<file path="src/rtl/poly_ctrl_pkg.sv">
// Shared types for the polynomial controller: state enum,
// datapath control word layout and the per-step control words.
package poly_ctrl_pkg;

   typedef enum logic [3:0] {
      S_IDLE,
      S_CLR,
      S_B,
      S_C,
      S_D,
      S_E,
      S_F,
      S_G,
      S_H,
      S_I,
      S_J,
      S_K,
      S_DONE
   } state_t;

   typedef struct packed {
      logic [1:0] m0;
      logic [1:0] m1;
      logic [1:0] m2;
      logic       lx;
      logic       ls;
      logic       lh;
      logic       h;
   } ctrl_word_t;

   localparam ctrl_word_t CW_IDLE = '{2'b00, 2'b00, 2'b00, 1'b0, 1'b0, 1'b0, 1'b0};
   localparam ctrl_word_t CW_B    = '{2'b00, 2'b00, 2'b00, 1'b1, 1'b0, 1'b0, 1'b1};
   localparam ctrl_word_t CW_C    = '{2'b00, 2'b00, 2'b00, 1'b1, 1'b0, 1'b1, 1'b1};
   localparam ctrl_word_t CW_D    = '{2'b01, 2'b01, 2'b11, 1'b1, 1'b0, 1'b0, 1'b1};
   localparam ctrl_word_t CW_E    = '{2'b01, 2'b01, 2'b11, 1'b1, 1'b0, 1'b1, 1'b1};
   localparam ctrl_word_t CW_F    = '{2'b10, 2'b01, 2'b00, 1'b1, 1'b0, 1'b0, 1'b1};
   localparam ctrl_word_t CW_G    = '{2'b10, 2'b01, 2'b00, 1'b1, 1'b1, 1'b0, 1'b1};
   localparam ctrl_word_t CW_H    = '{2'b00, 2'b11, 2'b10, 1'b1, 1'b0, 1'b0, 1'b0};
   localparam ctrl_word_t CW_I    = '{2'b00, 2'b11, 2'b10, 1'b1, 1'b0, 1'b1, 1'b0};
   localparam ctrl_word_t CW_J    = '{2'b11, 2'b01, 2'b11, 1'b1, 1'b0, 1'b0, 1'b0};
   localparam ctrl_word_t CW_K    = '{2'b11, 2'b01, 2'b11, 1'b1, 1'b1, 1'b0, 1'b0};

   // CLR, B..K and DONE are consecutive in the encoding
   function automatic state_t step_next(state_t s);
      return state_t'(s + 4'd1);
   endfunction

endpackage

</file>
<file path="src/rtl/poly_ctrl_decode.sv">
// State to datapath control word ROM.
// Non-compute states map to the idle word.
module poly_ctrl_decode
   import poly_ctrl_pkg::*;
(
   input  state_t     st,
   output ctrl_word_t cw
);

   always_comb begin
      cw = CW_IDLE;
      unique case (st)
         S_B:     cw = CW_B;
         S_C:     cw = CW_C;
         S_D:     cw = CW_D;
         S_E:     cw = CW_E;
         S_F:     cw = CW_F;
         S_G:     cw = CW_G;
         S_H:     cw = CW_H;
         S_I:     cw = CW_I;
         S_J:     cw = CW_J;
         S_K:     cw = CW_K;
         default: cw = CW_IDLE;
      endcase
   end

endmodule

</file>
<file path="src/rtl/poly_ctrl.sv">
// Sequencer for the polynomial datapath: R1 = A*X*X + B*X + C.
// Start/done handshake, stall hold and completed-run counter.
module poly_ctrl
   import poly_ctrl_pkg::*;
#(
   parameter bit CLR_ON_START = 1'b1,
   parameter int CNT_W        = 8
) (
   input  logic             clk,
   input  logic             rst,
   input  logic             start,
   input  logic             stall,
   output logic [1:0]       m0,
   output logic [1:0]       m1,
   output logic [1:0]       m2,
   output logic             lx,
   output logic             ls,
   output logic             lh,
   output logic             h,
   output logic             dp_rst,
   output logic             busy,
   output logic             done,
   output logic [CNT_W-1:0] runs_cnt
);

   state_t     st;
   logic       frz;
   ctrl_word_t rom;
   ctrl_word_t cw;
   state_t     nxt;

   poly_ctrl_decode u_dec (
      .st (st),
      .cw (rom)
   );

   assign nxt = step_next(st);

   // frz marks a held step: idle word now, real word once released
   always_comb begin
      cw = rom;
      if (frz)
         cw = CW_IDLE;
   end

   assign m0     = cw.m0;
   assign m1     = cw.m1;
   assign m2     = cw.m2;
   assign lx     = cw.lx;
   assign ls     = cw.ls;
   assign lh     = cw.lh;
   assign h      = cw.h;
   assign dp_rst = (st == S_CLR) && !frz;
   assign busy   = (st != S_IDLE);
   assign done   = (st == S_DONE);

   always_ff @(posedge clk) begin
      if (rst) begin
         st       <= S_IDLE;
         frz      <= 1'b0;
         runs_cnt <= '0;
      end else begin
         unique case (st)
            S_IDLE: begin
               frz <= 1'b0;
               if (start)
                  st <= CLR_ON_START ? S_CLR : S_B;
            end
            S_DONE: begin
               frz      <= 1'b0;
               st       <= S_IDLE;
               runs_cnt <= runs_cnt + 1'b1;
            end
            default: begin
               if (frz) begin
                  frz <= stall;
               end else begin
                  st  <= nxt;
                  frz <= stall && (nxt != S_DONE);
               end
            end
         endcase
      end
   end

endmodule
</file>
<file path="config.mk">
export PLATFORM = sky130hd
export DESIGN_NAME = poly_ctrl
export DESIGN_NICKNAME = d
export VERILOG_FILES = /design/src/rtl/poly_ctrl_pkg.sv /design/src/rtl/poly_ctrl_decode.sv /design/src/rtl/poly_ctrl.sv
export SDC_FILE = /design/constraint.sdc
export NUM_CORES = 1
export LEC_CHECK = 0
export CAP_MARGIN = 25
export CORE_MARGIN = 10
export CORE_UTILIZATION = 48
export DETAILED_ROUTE_END_ITERATION = 12
export PLACE_DENSITY_LB_ADDON = 0.15
export SLEW_MARGIN = 10
export SYNTH_ARGS = -nofsm -noshare
export SYNTH_HDL_FRONTEND = slang
export SYNTH_SLANG_ARGS = --single-unit
export TNS_END_PERCENT = 20
</file>
<file path="constraint.sdc">
create_clock -name clk -period 2.5 [get_ports clk]
set_input_delay 0.625 -clock clk [delete_from_list [all_inputs] [get_ports clk]]
set_output_delay 0.625 -clock clk [all_outputs]
set_load 0.05 [all_outputs]
</file>
==> metrics, run 1 <==
FF-to-FF End=u_dec.cw[8]; crit share post-route=93.50%; Hold-fix buffers, CTS=0; CTS tree=done; #FFs+latches synth=22; crit path max fanout=8; asr flop ratio synth=0%; first-pass GRT wire length=3484 um; Site Rows=16; fmax=427.8 MHz; H-tree levels=1; share of the synthesized area in the top cell type=41.46%; clk buf depth=2; Post-Synthesis Cell Area=1062 um^2; largest net degree at the start of global routing=13; Placed Cells incl. Taps=163; CP Launch Type=flop; pwr dens=828.8 nW/um^2; Min-Delay Endpoint=runs_cnt[7]; top post-synthesis cells by area=dfxtp_1, nor2b_1, ha_1; Netlist cell types=38; Setup Viol. Count Final=0; pin slew with the least headroom to its limit=0.5087 ns; IO Count=25; total power=1.145 mW; initial antenna violation count=0; Slew Limit Fails=0; Final TNS setup=0 ns; dpl cell area=1329 um^2; outcome=completed; worst path bufs/invs=1; Clock Sinks=22; post-route minimum period=2.338 ns; final hold viol count=0; maxcap violations=0; Syn Area/Cell=9.318 um^2; Die H=67.05 um; Root Driver=clkbuf_4; post-place setup slack=0.1934 ns; Crit Path Class=flop to output port; gr ovfl total=0; CORE AREA=2042 um^2; die area=4495 um^2; CP max stage delay=0.83 ns; CP top delay family=buffers and inverters; vias in the first global route=761; register area share after synthesis=41.46%; share of layout cells above drive strength 1=15.00%; worst endpoint required time=1.88 ns; vias per inst=4.946; Reg-to-Reg Start=st[0]; drt total wl=2113 um; post-route ant nets=0; Iteration-0 DRC Markers=37; CP endpoint kind=output port; Tot GR Track Use=9.687%; utilization after layout=67.65%; Post-synth top cells=dfxtp_1, nor2_1, nor2b_1; Yosys warning count=0; EDFF count, synth=0; CP Launch Point=frz; Lkg Pwr=0.6888 nW; input/output buffers=24; fin cells=167; Reg2Reg Depth=9; Post-Syn Instances=114; area delta synth->final=30.03%; setup repair after global routing missed its margin=false; post-route design area=1381 um^2; beginning of the worst hold path=runs_cnt[7]; TritonCTS buffer count=3; hold path depth=2; worst hold-check path type=flop to flop; Skew-Pair Late Insertion Delay=0.30 ns; wire per inst=12.65 um; Mapped Nets=123; ys flop type=dfxtp_1; Fin Clk Skew=0.007174 ns; dpl hpwl=1599 um; n_diodes=0; initial core utilization=52.02%; clock-pin slew on the worst setup and hold paths=0.12 ns; area leader, netlist=dfxtp_1; DR pass1 iterations=4; via count=826; Nets=150; relative slew slack=65.98%; final weighted congestion in routability-driven placement=0.7481; Peak VDD IR=571.3 uV; die width=67.05 um; drc violations=0; CP arrival=1.71 ns; Setup WS post-layout=0.1624 ns; R2R Setup Slk=0.44 ns; critical path's slowest cell=clkdlybuf4s50_1; number of post-CTS setup repair buffers=0; Hold Slack=0.5333 ns; critical path, cell by cell=nor2b_1 > clkdlybuf4s50_1; most frequent cell after synthesis=dfxtp_1
[report_power, final]
part	internal (mW)	leakage [nW]	switching (mW)
clock	0.0888	0.0210	0.103
sequential	0.394	0.179	0.0350
combinational	0.194	0.489	0.330
[layer usage]
| layer | GRT usage, % | routed length (um) | up-vias | part of all wire [%] |
|---|---|---|---|---|
| met5 | 0 | 0 | - | 0 |
| met4 | 3.846 | 21 | 0 | 0.99 |
| met3 | 4.181 | 168 | 4 | 8.0 |
| met2 | 15.05 | 954 | 16 | 45 |
| met1 | 11.40 | 969 | 379 | 46 |
| li1 | - | - | 427 | - |
[state kept, by name (all words and copies together) (netlist names)]
signal / cells
frz: 1
runs_cnt: 8
st: 4
u_dec.cw: 9
[worst max-delay path by stage]
| stage | end | slack [ns] | cells after the start |
|---|---|---|---|
| 6_report | m0[0] | 0.16 | 2 |
| 5_1_grt | m0[0] | 0.06 | 2 |
| 4_1_cts | m1[1] | 0.01 | 3 |
| 3_5_place_dp | u_dec.cw[2] | 0.19 | 7 |
| 3_3_place_gp | u_dec.cw[2] | 0.21 | 7 |
| 2_1_floorplan | m2[0] | 0.26 | 3 |
[cell type report]
cell class              instances  area, um^2
fillers                       180       660.6
multi-input cells              80       558.0
flip-flops and latches         22       440.4
repair buffers                 27       286.5
clock buffers                   4       36.28
well taps                      27       33.78
inverters                       7       26.28
[worst register-to-register path, delay by kind of cell, from the launching register on]
kind | cells | cell delay (ns)
AND/OR/NAND/NOR | 2 | 0.43
adder cells (fa/ha/maj) | 1 | 0.26
flip-flops | 1 | 0.43
multiplexers | 2 | 0.37
buffers and inverters | 2 | 0.14
AO/OA/AOI/OAI | 2 | 0.31
[cells by family after synthesis]
logic type               count (synthesis)  synth area share, %
AO/OA/AOI/OAI                           14                10.36
XOR/XNOR                                 8                6.596
adder cells (fa/ha/maj)                  5                5.889
buffers and inverters                   12                6.008
flip-flops                              22                41.46
multiplexers                             4                3.769
AND/OR/NAND/NOR                         49                25.92
[layout by cell type, fill, tap and decap left out, types with 2 or more instances in the layout]
master,n
dfxtp_1,22
clkdlybuf4s50_1,14
nor2_1,13
nor2b_1,11
dlymetal6s2s_1,7
xor2_1,6
nand2_1,5
inv_1,5
ha_1,5
mux2i_1,4
a21oi_1,4
buf_4,4
nand3_1,3
clkbuf_4,3
inv_2,2
nand2b_1,2
o21ai_0,2
and3_1,2
xnor2_1,2
nand4_1,2
[what timing repair did]
| item | 4_1_cts | 5_1_grt |
|---|---|---|
| setup endpoints to repair | 1 | 7 |
| gates cloned | 0 | 0 |
| resized for setup | 1 | 7 |
No activity file was read; power rests on OpenSTA's default activity.
==> inputs of run 2 (changes only) <==
- CAP_MARGIN: 25 -> unset
- PLACE_DENSITY: unset -> 0.77
- PLACE_DENSITY_LB_ADDON: 0.15 -> unset
==> run 2 against run 1 <==
Against the previous run:
- die area did not move
- setup slack better by 0.012 ns
- non-clock buffer count is 1 lower
- sequential cell count is the same
- critical path type unchanged
- highest routed layer unchanged
==> metrics, run 2 (synthesis gave the netlist of run 1 again) <==
post-route minimum period=2.326 ns (-0.01184 ns); fin cells=166 (-0.60%); area delta synth->final=29.68%; R2R Setup Slk=0.33 ns (-0.11 ns); clk buf depth=2 (unchanged); vias in the first global route=808 (+6.2%); hold path depth=2 (unchanged); input/output buffers=24 (unchanged); setup repair after global routing missed its margin=false; Final TNS setup=0 ns (unchanged); DR pass1 iterations=4 (unchanged); post-CTS sizing=1 (unchanged); Fin Clk Skew=0.004750 ns (-0.002424 ns); via count=825 (-0.12%); IO Count=25 (unchanged); crit share post-route=93.03% (-0.47 points); Crit Path Class=flop to output port; Slew Limit Fails=0 (unchanged); post-route design area=1378 um^2 (-0.27%); Root Driver=clkbuf_4; CP arrival=1.70 ns (about the same); pin slew with the least headroom to its limit=0.5186 ns (+0.009837 ns); H-tree levels=1 (unchanged); worst endpoint required time=1.88 ns (about the same); gr ovfl total=0 (unchanged); final weighted congestion in routability-driven placement=0.7131 (-4.7%); TritonCTS buffer count=3 (unchanged); CP endpoint kind=output port; Reg2Reg Depth=9 (unchanged); relative slew slack=65.32% (-0.66 points); Min-Delay Endpoint=runs_cnt[7]; wire per inst=12.93 um (+2.2%); Die H=67.05 um (unchanged); Tot GR Track Use=9.987% (+0.30 points); fmax=430.0 MHz (+0.51%); outcome=completed; Lkg Pwr=0.5783 nW (-16%); pwr dens=890.2 nW/um^2 (+7.4%); die area=4495 um^2 (unchanged); maxcap violations=0 (unchanged); drc violations=0 (unchanged); drt total wl=2147 um (+1.6%); initial core utilization=52.02% (unchanged); Peak VDD IR=602.8 uV (+5.5%); Hold Slack=0.5468 ns (+0.01353 ns); Clock Sinks=22 (unchanged); share of layout cells above drive strength 1=15.11% (+0.11 points); vias per inst=4.970 (+0.48%); Nets=149 (-0.67%); dpl cell area=1321 um^2 (-0.56%); number of post-CTS setup repair buffers=0 (unchanged); largest net degree at the start of global routing=15 (+2); initial antenna violation count=0 (unchanged); CP Launch Type=flop; dpl hpwl=1686 um (+5.4%); utilization after layout=67.46% (-0.18 points); Reg-to-Reg Start=st[0]; beginning of the worst hold path=runs_cnt[7]; Skew-Pair Late Insertion Delay=0.30 ns (about the same); final hold viol count=0 (unchanged); post-route ant nets=0 (unchanged); die width=67.05 um (unchanged); worst hold-check path type=flop to flop; Layout fillers=181 (+0.56%); Site Rows=16 (unchanged); crit path max fanout=14 (+6); Hold-fix buffers, CTS=0 (unchanged); CTS tree=done; first-pass GRT wire length=3636 um (+4.4%); FF-to-FF End=u_dec.cw[5]; CORE AREA=2042 um^2 (unchanged); Setup Viol. Count Final=0 (unchanged); max FFs per register=9 (unchanged); clock-pin slew on the worst setup and hold paths=0.12 ns (about the same); most frequent cells in the layout=clkdlybuf4s50_1, dfxtp_1, nor2_1; Placed Cells incl. Taps=162 (-0.61%); Iteration-0 DRC Markers=30 (-19%); n_diodes=0 (unchanged)
run 2: changes by cell type in the layout (fill, tap and decap cells not counted):
cell             change
dfxtp_1              -1
clkbuf_8             -1
dlymetal6s2s_1       -6
buf_4                -1
clkdlybuf4s50_1      +7
bufinv_16            +1
dlygate4sd2_1        -1
dfxtp_2              +1
run 2: layer usage:
metal	global-route usage (%)	vias up	wire (um)
li1	-	427	-
met3	4.348	4	178
met2	16.71	15	1049
met4	4.615	0	35
met5	0	-	0
met1	10.55	379	884
run 2: area by class of cell:
type	instances	area (um^2)	share of cell area (%)
Inverter	7	26.28	1.907
Tap cell	27	33.78	2.452
Clock inverter	1	30.03	2.180
Sequential cell	22	441.7	32.06
Clock buffer	3	22.52	1.635
Timing Repair Buffer	26	265.3	19.26
Multi-Input combinational cell	80	558.0	40.51
run 2: worst max path at each step:
stage,startpoint,to,cells past startpoint
after global placement,start,u_dec.cw[2],7
final,frz,m2[0],2
after CTS,st[0],dp_rst,3
after floorplan,frz,m2[0],3
after detailed placement,start,u_dec.cw[5],8
after global routing,frz,m0[0],2
run 2: per-stage QoR:
| step | setup WS (ns) | power (mW) |
|---|---|---|
| 5_1_grt | 0.08298 | 1.304 |
| 3_3_place_gp | 0.1965 | 0.9564 |
| 2_1_floorplan | 0.2604 | 0.8492 |
| 3_5_place_dp | 0.1415 | 0.9719 |
| 4_1_cts | 0.01576 | 1.235 |
| 6_report | 0.1742 | 1.226 |
run 2: report_power, final:
part           leakage [nW]  internal, mW  switching, mW
Clock                0.0279         0.162          0.105
Sequential            0.179         0.394         0.0403
Combinational         0.371         0.196          0.329
Total                 0.578         0.752          0.474
run 2: worst max-delay path: stages, from the launching register on:
cell and delay, ns:
dfxtp_2 0.42, nor2b_1 0.16, clkdlybuf4s50_1 0.82
